File: src/rtl/ex_muldiv_unit.sv
// Iterative EX-stage multiply/divide unit that owns the HI/LO registers.
// MULT/MULTU/DIV/DIVU take 33 cycles (32 radix-2 steps + sign fix); MTHI/MTLO take one.
module ex_muldiv_unit #(
  parameter int XLEN = 32
) (
  input  logic            clk,
  input  logic            reset,
  input  logic            flush,
  input  logic            start,
  input  logic [2:0]      op,
  input  logic [XLEN-1:0] src_a,
  input  logic [XLEN-1:0] src_b,
  input  logic            hilo_read,
  output logic            busy,
  output logic            done,
  output logic            stall,
  output logic [XLEN-1:0] hi,
  output logic [XLEN-1:0] lo
);

  typedef enum logic [1:0] {IDLE, RUN, FIX} state_t;

  localparam logic [2:0] OP_MTHI = 3'd4;
  localparam logic [2:0] OP_MTLO = 3'd5;

  state_t              state, state_next;
  logic [5:0]          counter;
  logic [2*XLEN-1:0]   acc;
  logic [XLEN-1:0]     opnd_b;
  logic [XLEN-1:0]     raw_a;
  logic                is_div, neg_q, neg_r, div_zero;

  logic                accept, accept_md;
  logic                signed_op, a_neg, b_neg;
  logic [XLEN-1:0]     a_mag, b_mag;
  logic [XLEN:0]       mul_sum;
  logic [2*XLEN-1:0]   mul_step;
  logic [2*XLEN:0]     div_shift;
  logic [XLEN:0]       div_trial;
  logic [2*XLEN-1:0]   div_step;
  logic [2*XLEN-1:0]   prod_fix;
  logic [XLEN-1:0]     quot_fix, rem_fix;
  logic [XLEN-1:0]     commit_hi, commit_lo;

  assign busy  = (state != IDLE);
  assign stall = busy & (start | hilo_read);

  assign accept    = (state == IDLE) && start && !flush;
  assign accept_md = accept && !op[2];

  // MULT and DIV (even opcodes) are the signed variants
  assign signed_op = ~op[0];
  assign a_neg     = signed_op & src_a[XLEN-1];
  assign b_neg     = signed_op & src_b[XLEN-1];
  assign a_mag     = a_neg ? (~src_a + 1'b1) : src_a;
  assign b_mag     = b_neg ? (~src_b + 1'b1) : src_b;

  // acc low half holds the multiplier being shifted out; high half accumulates
  assign mul_sum  = {1'b0, acc[2*XLEN-1:XLEN]} + {1'b0, opnd_b};
  assign mul_step = acc[0] ? {mul_sum, acc[XLEN-1:1]} : {1'b0, acc[2*XLEN-1:1]};

  // restoring division: remainder in the high half, dividend/quotient in the low half
  assign div_shift = {acc, 1'b0};
  assign div_trial = div_shift[2*XLEN:XLEN] - {1'b0, opnd_b};
  assign div_step  = div_trial[XLEN] ? div_shift[2*XLEN-1:0]
                                     : {div_trial[XLEN-1:0], div_shift[XLEN-1:1], 1'b1};

  assign prod_fix = neg_q ? (~acc + 1'b1) : acc;
  assign quot_fix = neg_q ? (~acc[XLEN-1:0] + 1'b1) : acc[XLEN-1:0];
  assign rem_fix  = neg_r ? (~acc[2*XLEN-1:XLEN] + 1'b1) : acc[2*XLEN-1:XLEN];

  always_comb begin
    commit_hi = prod_fix[2*XLEN-1:XLEN];
    commit_lo = prod_fix[XLEN-1:0];
    if (is_div) begin
      commit_hi = div_zero ? raw_a : rem_fix;
      commit_lo = div_zero ? '1 : quot_fix;
    end
  end

  always_comb begin
    state_next = state;
    case (state)
      IDLE: if (accept_md) state_next = RUN;
      RUN: begin
        if (flush) state_next = IDLE;
        else if (counter == 6'(XLEN-1)) state_next = FIX;
      end
      FIX:     state_next = IDLE;
      default: state_next = IDLE;
    endcase
  end

  always_ff @(posedge clk or posedge reset) begin
    if (reset) state <= IDLE;
    else       state <= state_next;
  end

  always_ff @(posedge clk or posedge reset) begin
    if (reset) begin
      counter  <= '0;
      acc      <= '0;
      opnd_b   <= '0;
      raw_a    <= '0;
      is_div   <= 1'b0;
      neg_q    <= 1'b0;
      neg_r    <= 1'b0;
      div_zero <= 1'b0;
      hi       <= '0;
      lo       <= '0;
      done     <= 1'b0;
    end else begin
      done <= 1'b0;
      if (flush) begin
        counter <= '0;
      end else begin
        case (state)
          IDLE: begin
            if (accept && op == OP_MTHI) hi <= src_a;
            if (accept && op == OP_MTLO) lo <= src_a;
            if (accept_md) begin
              counter  <= '0;
              is_div   <= op[1];
              neg_q    <= a_neg ^ b_neg;
              neg_r    <= a_neg;
              div_zero <= (src_b == '0);
              raw_a    <= src_a;
              acc      <= op[1] ? {{XLEN{1'b0}}, a_mag} : {{XLEN{1'b0}}, b_mag};
              opnd_b   <= op[1] ? b_mag : a_mag;
            end
          end
          RUN: begin
            acc     <= is_div ? div_step : mul_step;
            counter <= counter + 6'd1;
          end
          FIX: begin
            hi   <= commit_hi;
            lo   <= commit_lo;
            done <= 1'b1;
          end
          default: ;
        endcase
      end
    end
  end

endmodule

File: config.mk
export PLATFORM = sky130hd
export DESIGN_NAME = ex_muldiv_unit
export DESIGN_NICKNAME = d
export VERILOG_FILES = /design/src/rtl/ex_muldiv_unit.sv
export SDC_FILE = /design/constraint.sdc
export NUM_CORES = 1
export LEC_CHECK = 0
export BUFFER_PORTS_ARGS = -buffer_cell sky130_fd_sc_hd__buf_2
export CAP_MARGIN = 40
export CORE_MARGIN = 2
export CORE_UTILIZATION = 47
export DETAILED_ROUTE_END_ITERATION = 8
export HOLD_SLACK_MARGIN = 0.06
export PLACE_DENSITY = 0.65
export SLEW_MARGIN = 20
export SYNTH_ARGS = -nofsm -noshare
export SYNTH_HDL_FRONTEND = slang
export SYNTH_SLANG_ARGS = --single-unit
File: constraint.sdc
create_clock -name clk -period 8.5 [get_ports clk]
set_clock_uncertainty 0.15 [all_clocks]
set_input_delay 1.275 -clock clk [delete_from_list [all_inputs] [get_ports clk]]
set_output_delay 1.275 -clock clk [all_outputs]
set_load 0.01 [all_outputs]
==> impl_metrics.tcl, run 1 <==
set metrics [dict create \
    synth_top_area_cell "dfrtp_1" \
    synth_most_common_cell "nand2_1" \
    period_minus_slack_ps 4600 \
    p_leak_uw 0.00845 \
    core.rowCount 70 \
    synthTopCellsByArea "dfrtp_1 30%, nand2_1 7.4%, o21ai_0 6.8%" \
    antenna_cells 0 \
    vias 17651 \
    synth_top_family_by_area "compound AO/OA/AOI/OAI gates" \
    criticalPathCategory "reg2reg" \
    clock-sinks 205 \
    post_drt_wl_per_cell_um 23.0 \
    place.gp.congestion 0.960 \
    area_growth_pct 11.3 \
    cap_violations 0 \
    grt_overflow_total 0 \
    ys_seq_elements 205 \
    cts_buffers 26 \
    synth-seq-area-share_pct 29.8 \
    postRouteAntennaNets 0 \
    path_clk_slew_ps 60 \
    cts_tree "built" \
    synth_simple_gate_area_share_pct 21.3 \
    drtIter0Drc 1880 \
    slew_headroom_pct 43.1 \
    final_layout_size_suffix_gt1_share_pct 11.2 \
    final_cells 2810 \
    post-route-drc-count 0 \
    h-tree-depth 1 \
    dr.pass1.iters 6 \
    clockRootBuffer "clkbuf_16" \
    avgViaCountPerCell 6.28 \
    grt_max_degree 103 \
    place_hpwl_um 47300 \
    crit_path_max_fanout 55 \
    synthAdderAreaFrac_pct 5.25 \
    ir_drop_mv 0.206 \
    ctsLongestPathBuffers 3 \
    worstPathRequired_ps 8770 \
    synth_common_cells "338 x nand2_1, 234 x o21ai_0, 230 x nor2_1" \
    max_freq_mhz 218 \
    grt_use_total_pct 33.1 \
    io_pins 139 \
    holdBufCountCts 0 \
    io_buffers 138 \
    cts_setup_buffers 0 \
    synth.distinct_cells 80 \
    post-route-util_pct 52.7 \
    grt_pass1_vias 16395 \
    rsz0062_at_grt "false" \
    hold_viol_final 0 \
    synth_compound_area_share_pct 26.6 \
    end_kind "register" \
    yosysTopAreaCellShare_pct 29.8 \
    place_inst 2761 \
    finalSetupTns_ps 0 \
    worst_pin_slew_ps 853 \
    synthArstFlopShare_pct 100 \
    initial_core_util_pct 47.4 \
    cts_repair_resize_count 0 \
    finalMaxSlewViolations 0 \
    avgSynthCellArea_um2 7.50 \
    routed_wl_um 64500 \
    grt_pass1_wl_um 97600 \
    synth_cells 2296 \
    core_area_mm2 0.0363 \
    syn_area_mm2 0.0172 \
    fp.dieH_um 195 \
    synth_edf_count 0 \
    syn_nets 2439 \
    die_x_um 195 \
    synth_mux_area_share_pct 4.19 \
    synth_warnings 0 \
    power_density_mw_per_mm2 326 \
    nets 2468 \
    cp-start-kind "register" \
    die_area_mm2 0.0382 \
    antenna_found_initial 1 \
    post-route-period-util_pct 54.1 \
    power_uw 6250 \
    cp_data_arrival_time_ps 4870 \
    worstHoldPathType "reg2reg" \
    final-setup-viol-count 0 \
    clock_latency_ps 580 \
    fill_cells 3517 \
    run_status "completed" \
    ys.flop_type "dfrtp_1" \
    synth-xor-area-share_pct 7.52 \
]
==> critical path: stages, from the launching register on <==
cell and delay, ps:
dfrtp_1 470, inv_1 110, ha_1 240, fa_1 420, nor2b_1 240, o2111ai_1 160, a21boi_0 520, o2111a_1 340
o211ai_1 140, a41o_1 300, xor2_4 130, buf_4 570, mux2_2 410, a22oi_1 140, o21ai_0 100
==> routing by layer <==
metal / routed length [um] / vias up / global-route usage [%]
li1: - / 8267 / -
met3: 5860 / 136 / 6.74
met5: 0 / - / 0
met4: 2910 / 0 / 14.9
met1: 26900 / 8425 / 43.9
met2: 28900 / 823 / 52.1
==> cell families (layout without fill, tap and decap cells) <==
kind of cell             Yosys count  count (layout)
AND/OR/NAND/NOR                  810             810
AO/OA/AOI/OAI                    754             754
buffers and inverters            238             284
flip-flops                       205             205
XOR/XNOR                         147             147
adder cells (fa/ha/maj)           71              71
multiplexers                      71              71
==> final timing paths <==
kind	start	end	slack, ps	depth (start not counted)
worst max register to register	acc[31]$_DFFE_PP0P_	acc[52]$_DFFE_PP0P_	3900	14
worst min register to register	raw_a[29]$_DFFE_PP0P_	raw_a[29]$_DFFE_PP0P_	320	2
max in group asynchronous	reset	acc[0]$_DFFE_PP0P_	6440	4
worst min-delay path	raw_a[29]$_DFFE_PP0P_	raw_a[29]$_DFFE_PP0P_	320	2
min in group asynchronous	reset	done$_DFF_PP0_	580	2
worst max-delay path	acc[31]$_DFFE_PP0P_	acc[52]$_DFFE_PP0P_	3900	14
==> layout make-up <==
| class | count | area [um^2] | share of cell area [%] |
|---|---|---|---|
| clock buffer | 37 | 803 | 4.19 |
| clock inverter | 8 | 95.1 | 0.496 |
| inverter | 67 | 259 | 1.35 |
| multi-input combinational | 1853 | 11200 | 58.5 |
| sequential | 205 | 5130 | 26.8 |
| tap | 468 | 586 | 3.06 |
| timing repair buffer | 172 | 1070 | 5.59 |
==> flip-flops by register name, indices dropped and copies added (netlist names) <==
| signal | count |
|---|---|
| acc | 64 |
| counter | 6 |
| div_zero | 1 |
| done | 1 |
| hi | 32 |
| is_div | 1 |
| lo | 32 |
| neg_q | 1 |
| neg_r | 1 |
| opnd_b | 32 |
| raw_a | 32 |
| state | 2 |
==> stage by stage <==
| stage | hold slack (ps) | setup WS, ps | area, um^2 |
|---|---|---|---|
| 2_1_floorplan | 290 | 1480 | 17200 |
| 3_3_place_gp | 305 | 3840 | 18000 |
| 3_5_place_dp | 308 | 4020 | 18200 |
| 4_1_cts | 323 | 3960 | 19100 |
| 5_1_grt | 345 | 3610 | 19200 |
| 6_report | 323 | 3900 | 19200 |
==> layout by cell type, fill, tap and decap left out, types with 40 or more instances in the layout <==
cell	synthesis	layout
nand2_1	338	338
o21ai_0	234	234
nor2_1	230	229
a21oi_1	228	227
dfrtp_1	205	203
buf_2	7	138
xnor2_1	93	93
ha_1	69	69
inv_1	64	63
mux2i_1	62	62
xor2_1	53	53
nand3_1	40	40
==> report_power, final <==
part | total, uW | switching (uW) | internal, uW
clock network | 1180 | 472 | 711
logic | 3340 | 1980 | 1360
registers | 1730 | 504 | 1220
No activity file was read; power rests on OpenSTA's default activity.
==> inputs of run 2 (changes only) <==
ABC_AREA = 1   (was unset)
PLACE_DENSITY = 0.67   (was 0.65)
clock period = 4.2 ns   (was 8.5 ns; I/O delays follow)
==> impl_metrics.tcl, run 2 <==
set metrics [dict create \
    avgSynthCellArea_um2 5.80 \
    worst_pin_slew_ps 844 \
    met2_wirelength_um 38900 \
    cap_violations 0 \
    final-setup-viol-count 0 \
    max_freq_mhz 292 \
    largest-register "acc" \
    critPathTopFamily "simple AND/OR/NAND/NOR gates" \
    finalMaxSlewViolations 0 \
    grt_pass1_vias 22243 \
    area_growth_pct 10.3 \
    final_common_cell "nand2_1" \
    cp_data_arrival_time_ps 3720 \
    final_layout_size_suffix_gt1_share_pct 8.77 \
    grt_pass1_wl_um 138000 \
    cts_tree "built" \
    core.rowCount 77 \
    r2r-end "acc[60]$_DFFE_PP0P_" \
    postRouteAntennaNets 0 \
    post-route-drc-count 0 \
    synth_top_area_cell "dfrtp_1" \
    nets 3797 \
    fp.dieH_um 215 \
    wl_met3_um 9150 \
    cpPeakStageDelay_ps 480 \
    ir_drop_mv 0.352 \
    h-tree-depth 1 \
    crit_slowest_cell "fa_1" \
    synthArstFlopShare_pct 100 \
    initial_core_util_pct 47.4 \
    syn_area_mm2 0.0208 \
    holdBufCountCts 1 \
    period_minus_slack_ps 3430 \
    clock_latency_ps 570 \
    run_status "completed" \
    cts_buffers 26 \
    crit_end "acc[60]$_DFFE_PP0P_" \
    synth_warnings 0 \
    cp-start-kind "register" \
    clock-sinks 205 \
    place.gp.congestion 1.07 \
    hold_viol_final 0 \
    synth_edf_count 0 \
    synth-seq-area-share_pct 24.6 \
    r2r_slack_ps 770 \
    cts_setup_buffers 0 \
    startpoint "acc[31]$_DFFE_PP0P_" \
    routed_wl_um 91800 \
    yosysTopAreaCellShare_pct 24.6 \
    crit_chain "inv_1 > ha_1 > fa_1 > inv_1 > nand2_1 > nand2_1 > nand3_1 > nand2_1 > nand2_1 > nand2_2 > nand2_4 > nand2_2 > nand2_4 > nand2_8 > nand2_1 > nand2_1 > nand2_1 > nand2_1 > nand2_1" \
    met1_length_um 36600 \
    ys_seq_elements 205 \
    synth_most_common_cell "nand2_1" \
    cp.depth 19 \
    io_pins 139 \
    vias 24588 \
    slew_headroom_pct 43.1 \
    ctsLongestPathBuffers 3 \
    r2r_cells 19 \
    dr.pass1.iters 6 \
    synth.distinct_cells 53 \
    grt_max_degree 92 \
    place_hpwl_um 72800 \
    r2r-start "acc[31]$_DFFE_PP0P_" \
    clockRootBuffer "clkbuf_16" \
    grt_use_total_pct 39.2 \
    power_density_mw_per_mm2 674 \
    mostFrequentLayoutCells "1097 x nand2_1, 480 x nor2_1, 464 x inv_1" \
    ff_latch_area_mm2 0.00513 \
    worstPathRequired_ps 4500 \
    largest_register_ffs 64 \
    stdcell_area_mm2 0.0230 \
    finalSetupTns_ps 0 \
    drtIter0Drc 3408 \
    multiInputGateArea_mm2 0.0133 \
    post-route-period-util_pct 81.6 \
    die_area_mm2 0.0460 \
    synthTopCellsByArea "dfrtp_1 25%, nand2_1 20%, nor2_1 8.7%" \
    io_buffers 138 \
    place_area_mm2 0.0219 \
    synth_common_cells "1097 x nand2_1, 483 x nor2_1, 466 x inv_1" \
    worstHoldPathType "in2reg" \
    ys.flop_type "dfrtp_1" \
    cp.buffers_inverters 2 \
    antenna_found_initial 1 \
    post-route-util_pct 52.3 \
    syn_nets 3733 \
    avgViaCountPerCell 5.77 \
    rsz0062_at_grt "false" \
    criticalPathCategory "reg2reg" \
    synth_cells 3590 \
    core_area_mm2 0.0439 \
    crit_path_max_fanout 42 \
    die_x_um 215 \
    grt_overflow_total 0 \
    p_leak_uw 0.0121 \
    post_drt_wl_per_cell_um 21.5 \
    end_kind "register" \
    topRoutingLayerUsed "met5" \
    critPathMostFrequentCell "nand2_1" \
    fill_cells 4760 \
    path_clk_slew_ps 60 \
    cts_repair_resize_count 0 \
]
[run 2: worst min-delay path by stage]
stage / startpoint / end / slack, ps / cells past startpoint
after floorplan: raw_a[0]$_DFFE_PP0P_ / raw_a[0]$_DFFE_PP0P_ / 300 / 2
after global placement: raw_a[2]$_DFFE_PP0P_ / raw_a[2]$_DFFE_PP0P_ / 310 / 2
after detailed placement: raw_a[2]$_DFFE_PP0P_ / raw_a[2]$_DFFE_PP0P_ / 320 / 2
after CTS: flush / done$_DFF_PP0_ / 150 / 2
after global routing: flush / done$_DFF_PP0_ / 170 / 2
final: flush / done$_DFF_PP0_ / 150 / 2
[run 2: power by group]
part,internal (uW),leakage [uW],switching (uW)
sequential,2480,0.00244,911
clock,1570,0.000454,979
combinational,2970,0.00924,6560
total,7020,0.0121,8450
[run 2: layout make-up]
| cell class | instances | share of cell area [%] |
|---|---|---|
| sequential | 205 | 22.3 |
| antenna | 1 | 0.0109 |
| inverter | 482 | 7.89 |
| clock inverter | 8 | 0.741 |
| tap | 592 | 3.22 |
| clock buffer | 36 | 3.35 |
| timing repair buffer | 178 | 4.76 |
| multi-input combinational | 2761 | 57.7 |
[run 2: per-layer routing]
metal  track usage [%]  up-vias
met2              59.7     1393
met4              24.5        2
met3              7.33      304
met5                 0        -
met1              51.3    11330
li1                  -    11559
[run 2: kinds of logic after synthesis]
logic type	share of synthesized area, %
AO/OA/AOI/OAI	15.1
XOR/XNOR	2.90
adder cells (fa/ha/maj)	4.34
buffers and inverters	11.8
flip-flops	24.6
AND/OR/NAND/NOR	41.2
[run 2: stage by stage]
step | hold slack (ps) | worst slack (ps) | total power [uW] | instances
after floorplan | 298 | 762 | 9830 | 3590
after global placement | 311 | 907 | 12600 | 4213
after detailed placement | 319 | 878 | 12600 | 4214
after CTS | 146 | 854 | 15200 | 4259
after global routing | 171 | 570 | 16600 | 4262
final | 151 | 772 | 15500 | 4263
